--- src/rtl/product_accumulator.sv ---
// Saturating multiply-accumulate back end. It sums a programmed number of signed
// products and returns the total, with a sticky overflow flag, over a valid/ready handshake.
module product_accumulator #(
    parameter int PROD_W = 24,
    parameter int ACC_W  = 32,
    parameter int LEN_W  = 8
) (
    input  logic              clk,
    input  logic              rst,
    input  logic              start,
    input  logic [LEN_W-1:0]  len,
    input  logic [PROD_W-1:0] prod_in,
    input  logic              prod_valid,
    input  logic              out_ready,
    output logic [ACC_W-1:0]  acc_out,
    output logic              out_valid,
    output logic              busy,
    output logic              sat
);

    typedef enum logic [1:0] {
        S_IDLE  = 2'd0,
        S_ACCUM = 2'd1,
        S_DONE  = 2'd2
    } state_t;

    localparam logic [ACC_W-1:0] ACC_MAX = {1'b0, {(ACC_W-1){1'b1}}};
    localparam logic [ACC_W-1:0] ACC_MIN = {1'b1, {(ACC_W-1){1'b0}}};

    state_t            state_reg, state_next;
    logic [ACC_W-1:0]  acc_reg, acc_next;
    logic              sat_reg, sat_next;
    logic              out_valid_reg, out_valid_next;
    logic              busy_reg, busy_next;
    logic [LEN_W-1:0]  count_reg, count_next;
    logic [LEN_W-1:0]  len_reg, len_next;

    logic [ACC_W:0]    sum_wide;
    logic              sum_ovf;
    logic [ACC_W-1:0]  sum_clamped;
    logic [LEN_W-1:0]  count_plus;

    // One guard bit is enough: the top two bits disagree exactly when the sum has left the ACC_W range.
    always_comb begin
        sum_wide    = {acc_reg[ACC_W-1], acc_reg}
                    + {{(ACC_W+1-PROD_W){prod_in[PROD_W-1]}}, prod_in};
        sum_ovf     = sum_wide[ACC_W] ^ sum_wide[ACC_W-1];
        sum_clamped = sum_ovf ? (sum_wide[ACC_W] ? ACC_MIN : ACC_MAX)
                              : sum_wide[ACC_W-1:0];
        count_plus  = count_reg + LEN_W'(1);
    end

    always_comb begin
        state_next = state_reg;
        acc_next   = acc_reg;
        sat_next   = sat_reg;
        count_next = count_reg;
        len_next   = len_reg;
        case (state_reg)
            S_IDLE: begin
                if (start) begin
                    acc_next   = '0;
                    sat_next   = 1'b0;
                    count_next = '0;
                    len_next   = len;
                    state_next = (len == '0) ? S_DONE : S_ACCUM;
                end
            end
            S_ACCUM: begin
                if (prod_valid) begin
                    acc_next   = sum_clamped;
                    sat_next   = sat_reg | sum_ovf;
                    count_next = count_plus;
                    if (count_plus == len_reg) begin
                        state_next = S_DONE;
                    end
                end
            end
            S_DONE: begin
                if (out_ready) begin
                    state_next = S_IDLE;
                end
            end
            default: state_next = S_IDLE;
        endcase
        out_valid_next = (state_next == S_DONE);
        busy_next      = (state_next != S_IDLE);
    end

    always_ff @(posedge clk) begin
        if (rst) begin
            state_reg     <= S_IDLE;
            acc_reg       <= '0;
            sat_reg       <= 1'b0;
            out_valid_reg <= 1'b0;
            busy_reg      <= 1'b0;
            count_reg     <= '0;
            len_reg       <= '0;
        end else begin
            state_reg     <= state_next;
            acc_reg       <= acc_next;
            sat_reg       <= sat_next;
            out_valid_reg <= out_valid_next;
            busy_reg      <= busy_next;
            count_reg     <= count_next;
            len_reg       <= len_next;
        end
    end

    assign acc_out   = acc_reg;
    assign out_valid = out_valid_reg;
    assign busy      = busy_reg;
    assign sat       = sat_reg;

endmodule

--- config.mk ---
export PLATFORM = sky130hd
export DESIGN_NAME = product_accumulator
export DESIGN_NICKNAME = d
export VERILOG_FILES = /design/src/rtl/product_accumulator.sv
export SDC_FILE = /design/constraint.sdc
export NUM_CORES = 1
export LEC_CHECK = 0
export ABC_AREA = 1
export BUFFER_PORTS_ARGS = -buffer_cell sky130_fd_sc_hd__buf_2
export CORE_AREA = 2 2 92 94
export CTS_CLUSTER_SIZE = 20
export DETAILED_ROUTE_END_ITERATION = 8
export DIE_AREA = 0 0 94 96
export PLACE_DENSITY = 0.8
export SETUP_SLACK_MARGIN = 0.05
export SYNTH_ARGS = -nofsm -noshare
export SYNTH_HDL_FRONTEND = slang
export SYNTH_SLANG_ARGS = --single-unit
export TNS_END_PERCENT = 30
--- constraint.sdc ---
create_clock -name clk -period 4.95 [get_ports clk]
set_input_delay 0.99 -clock clk [delete_from_list [all_inputs] [get_ports clk]]
set_output_delay 0.99 -clock clk [all_outputs]
set_load 0.05 [all_outputs]
# After elaboration in Yosys (flattened, before gate mapping)
# Cells that the tools add are included.
# Widths: inputs -> output; s select.
dict set report op_classes {
  n_eq_ne 6
  bitwise_logic 2
  multipliers 0
  n_shift 0
  n_div 0
  muxes 17
  reduce_logical 6
  n_addsub 2
  order_cmp 0
}
# cell n
set ops {}
lappend ops {{$mux 32} 4}
lappend ops {{$pmux 32 s2} 1}
lappend ops {{$add 32x24->33} 1}
lappend ops {{$mux 8} 2}
lappend ops {{$pmux 8 s2} 1}
lappend ops {{$mux 2} 5}
lappend ops {{$add 8x1->8 const B} 1}
lappend ops {{$eq 8x8->1} 1}
lappend ops {{$logic_not 8->1} 1}
lappend ops {{$pmux 2 s3} 1}
lappend ops {{$eq 2x2->1 const B} 2}
lappend ops {{$ne 2x2->1 const B} 2}
lappend ops {{$reduce_bool 2->1} 2}
lappend ops {{$reduce_and 3->1} 1}
lappend ops {{$eq 2x1->1 const B} 1}
lappend ops {{$logic_not 2->1} 1}
lappend ops {{$mux 1} 2}
lappend ops {{$pmux 1 s2} 1}
lappend ops {{$reduce_and 2->1} 1}
lappend ops {{$or 1x1->1} 1}
lappend ops {{$xor 1x1->1} 1}
dict set report word_totals {
  wordCells 40
  reg_bits 53
  memories 0
  latchBits 0
  mem_bits_ro 0
  output_inout_bits 35
  ram_bits 0
}

# Logic depth before layout (Yosys ltp)
dict set report logic_depth {
  ltp_word 6
  mapped_depth 17
}

# Least setup slack after synthesis
# Ideal clock, no wire load.
dict set report synth_path {
  path_kind {input to register}
  start {in prod_in[0]}
  end {reg acc_reg[0] (netlist: acc_out[0])}
  n_path_buf 1
  cell_stages 17
  arrival_time_ns 2.722
  path_slack_ns 2.084
  cell_sequence {ha_1 fa_1 nand2_1 nand2_1 nand3_1 nand2_1 nand2_1 nand2_2 nand2_2 nand2_1 nand2_1 nand2_1 nand2_1 buf_2 nand3_1 nand2_1 a21oi_2}
}
dict set report synth_between {
  elab_chain_len 5
  elab_cells_between_ends 6
  classes_between {add/sub (1); mux (4); bitwise (1)}
}
# item line_no
set synth_rtl {}
lappend synth_rtl {{start, declared} 12} ;# input logic [PROD_W-1:0] prod_in,
lappend synth_rtl {{$add 32x24->33 *} 46} ;# + {{(ACC_W+1-PROD_W){prod_in[PROD_W-1]}}, prod_in};
lappend synth_rtl {{$mux 32 / $xor 1x1->1 (equally long branches)} {48, 47}}
lappend synth_rtl {{$mux 32 *} 48} ;# sum_clamped = sum_ovf ? (sum_wide[ACC_W] ? ACC_MIN : ACC_MAX)
lappend synth_rtl {{$mux 32 *} 70} ;# if (prod_valid) begin
lappend synth_rtl {{$pmux 32 s2 *} 59} ;# case (state_reg)
lappend synth_rtl {{end signal, assigned} 101} ;# acc_reg <= acc_next;
lappend synth_rtl {{end, declared} 31} ;# logic [ACC_W-1:0] acc_reg, acc_next;
# Every way passes the cells marked *; elsewhere a longest branch is shown, timed or not. The select of a mux whose other input is x is not followed.
# A chain may end at the register's enable or synchronous reset.

# Worst setup path in the final report
dict set report layout_path {
  start {in prod_in[0]}
  end {reg acc_reg[10] (netlist: acc_out[10])}
}
# Same word-level chain as after synthesis.

==> impl_metrics.json <==
{
  "synth_top_area_cell": "nand2_1",
  "vias": 4911,
  "clk_latency_ns": 0.32,
  "postCtsHoldBufs": 0,
  "slew_viol_final": 0,
  "start_kind": "input pin",
  "ys_types": 33,
  "cts_made_buffers": 5,
  "syn_area_mm2": 0.00472,
  "syn_inst": 766,
  "cts_buffer_depth": 2,
  "largest_reg_flops": 32,
  "fillers": 825,
  "fp.dieW_um": 94,
  "dpl.hpwl_mm": 9.63,
  "syn_nets": 837,
  "synth.most_common_cell": "nand2_1",
  "core_area_mm2": 0.00805,
  "nets": 897,
  "slew_headroom_pct": 25.7,
  "fin_util_pct": 64.5,
  "finalSetupViolations": 0,
  "worstHoldPathCells": 2,
  "synth-main-ff-cell": "dfxtp_1",
  "finalWirelength_mm": 12.3,
  "gr-usage-all-layers_pct": 28.4,
  "yosysSeqAreaShare_pct": 22.5,
  "cts_root_buffer": "clkbuf_8",
  "io_pins": 72,
  "rsz0062_at_grt": "false",
  "critPathMaxFanout": 31,
  "timing.final.ws_setup_ns": 1.62,
  "htree_levels": 2,
  "synth-seq-cells": 53,
  "start_util_pct": 58.6,
  "dieHeight_um": 96,
  "drive_gt1_share_pct": 17.0,
  "drt-vias-per-instance": 5.27,
  "power.density_mw_per_mm2": 226,
  "startpoint": "prod_in[0]",
  "drt-pass1-iter-count": 5,
  "wire_per_inst_um": 13.2,
  "ys_warn_count": 0,
  "power.total_w": 0.00118,
  "route.detailed.drc": 0,
  "synth-edff-count": 0,
  "yosys-top-cells-count": "nand2_1, inv_1, dfxtp_1",
  "grt_pass1_wl_mm": 20.8,
  "syn_area_per_cell_um2": 6.16,
  "hold_violations": 0,
  "async_reset_ff_share_pct": 0,
  "ctsResizeCount": 0,
  "r2r-start": "acc_out[0]",
  "leakagePower_nw": 2.73,
  "post-route-period-util_pct": 67.4,
  "cp.required_ns": 5.19,
  "clkSlewWorstSetupHoldPaths_ns": 0.11,
  "critical_path_class": "input pin to flop",
  "maxCapViolations": 0,
  "n_antenna_cell": 0,
  "timing.setup.tns_ns": 0,
  "reg2reg_depth": 15,
  "grt_pass1_vias": 4661,
  "hold_path.startpoint": "len_reg[0]",
  "antenna_found_initial": 0,
  "worst_slew_pin_slew_ns": 1.11,
  "antenna_left": 0,
  "ff2ff_setup_slack_ns": 2.05,
  "drt_first_iter_violations": 173,
  "holdPathEnd": "len_reg[0]",
  "grt_max_degree": 42,
  "io_buffers": 71,
  "min_path_type": "flop to flop",
  "min_period_ns": 3.33,
  "ir_drop_mv": 0.135,
  "status": "completed",
  "synth_area_leaders": "nand2_1, dfxtp_1, ha_1",
  "dieArea_mm2": 0.00902,
  "clock_sinks": 53,
  "cp-end-kind": "flop",
  "synth_top_area_share_pct": 22.7,
  "post-place-ws_ns": 1.26,
  "place_congestion": 0.917,
  "r2r_end": "acc_out[10]",
  "worstPathArrival_ns": 3.58,
  "finClkSkew_ns": 0.00967,
  "core.rowCount": 33,
  "max_freq_ghz": 0.300,
  "area_growth_pct": 10.1,
  "cts_tree": "done",
  "grt-ovfl-total": 0,
  "post_cts_buffers": 0
}
worst max path at each step:
| stage | to | cells past startpoint |
|---|---|---|
| after global routing | acc_out[15] | 13 |
| after detailed placement | acc_out[19] | 16 |
| final | acc_out[10] | 16 |
| after floorplan | acc_out[0] | 17 |
| after global placement | acc_out[22] | 16 |
| after CTS | acc_out[10] | 16 |
metrics by stage:
step / hold slack (ns) / cell area, um^2 / cells
floorplan: 0.443 / 4720 / 766
global placement: 0.465 / 5100 / 924
detailed placement: 0.472 / 5100 / 924
CTS: 0.490 / 5190 / 932
global route: 0.520 / 5190 / 932
finish: 0.490 / 5190 / 932
layout make-up:
class,count,area [um^2],area share (%)
Clock buffer,5,68.8,1.33
Clock inverter,3,25.0,0.482
Inverter,98,368,7.08
Multi-Input combinational cell,595,3170,61.0
Sequential cell,53,1060,20.4
Tap cell,105,131,2.53
Timing Repair Buffer,73,370,7.13
routing by layer:
metal  GRT usage [%]  wire length [um]  up-vias
li1                -                 -     2542
met1            35.2              5620     2238
met2            51.6              6000      110
met3            3.52               456       21
met4            8.09               244        0
met5               0                 0        -
report_power, final:
part	switching [W]	total [W]	internal [W]
clock	0.000166	0.000268	0.000103
sequential	0.0000178	0.000468	0.000450
combinational	0.000297	0.000439	0.000143
total	0.000480	0.00118	0.000695
cell usage in the layout (no fill, tap or decap), types with 2 or more instances in the layout:
cell and count:
a21oi_1 41, a21oi_2 33, and2_1 2, buf_2 71, buf_4 2, clkbuf_8 5, dfxtp_1 53, ha_1 33
inv_1 93, inv_2 5, nand2_1 285, nand2_2 12, nand3_1 50, nand3b_1 12, nand4_1 2, nor2_1 49
nor2_2 2, nor3_1 9, nor4_1 2, o21ai_0 14, o21bai_1 10, or2_2 4, xnor2_1 19, xor2_1 7
worst max-delay path, cell delays in order:
cell     delay, ns
buf_2         0.10
ha_1          0.22
fa_1          0.41
nand2_1       0.08
nand2_1       0.08
nand3_1       0.09
nand2_1       0.10
nand2_1       0.08
nand2_2       0.07
nand2_2       0.08
nand2_1       0.06
nand2_1       0.08
nand2_2       0.10
a21oi_4       0.70
nand2_1       0.17
a21oi_2       0.16
cell families after synthesis:
family	count (synthesis)	share of synthesized area (%)
compound gates	102	14.3
simple gates	433	38.7
fa+ha+maj	34	9.18
buf+inv	118	10.4
flops	53	22.5
xor+xnor	26	4.83
(Power assumes the default switching activity.)
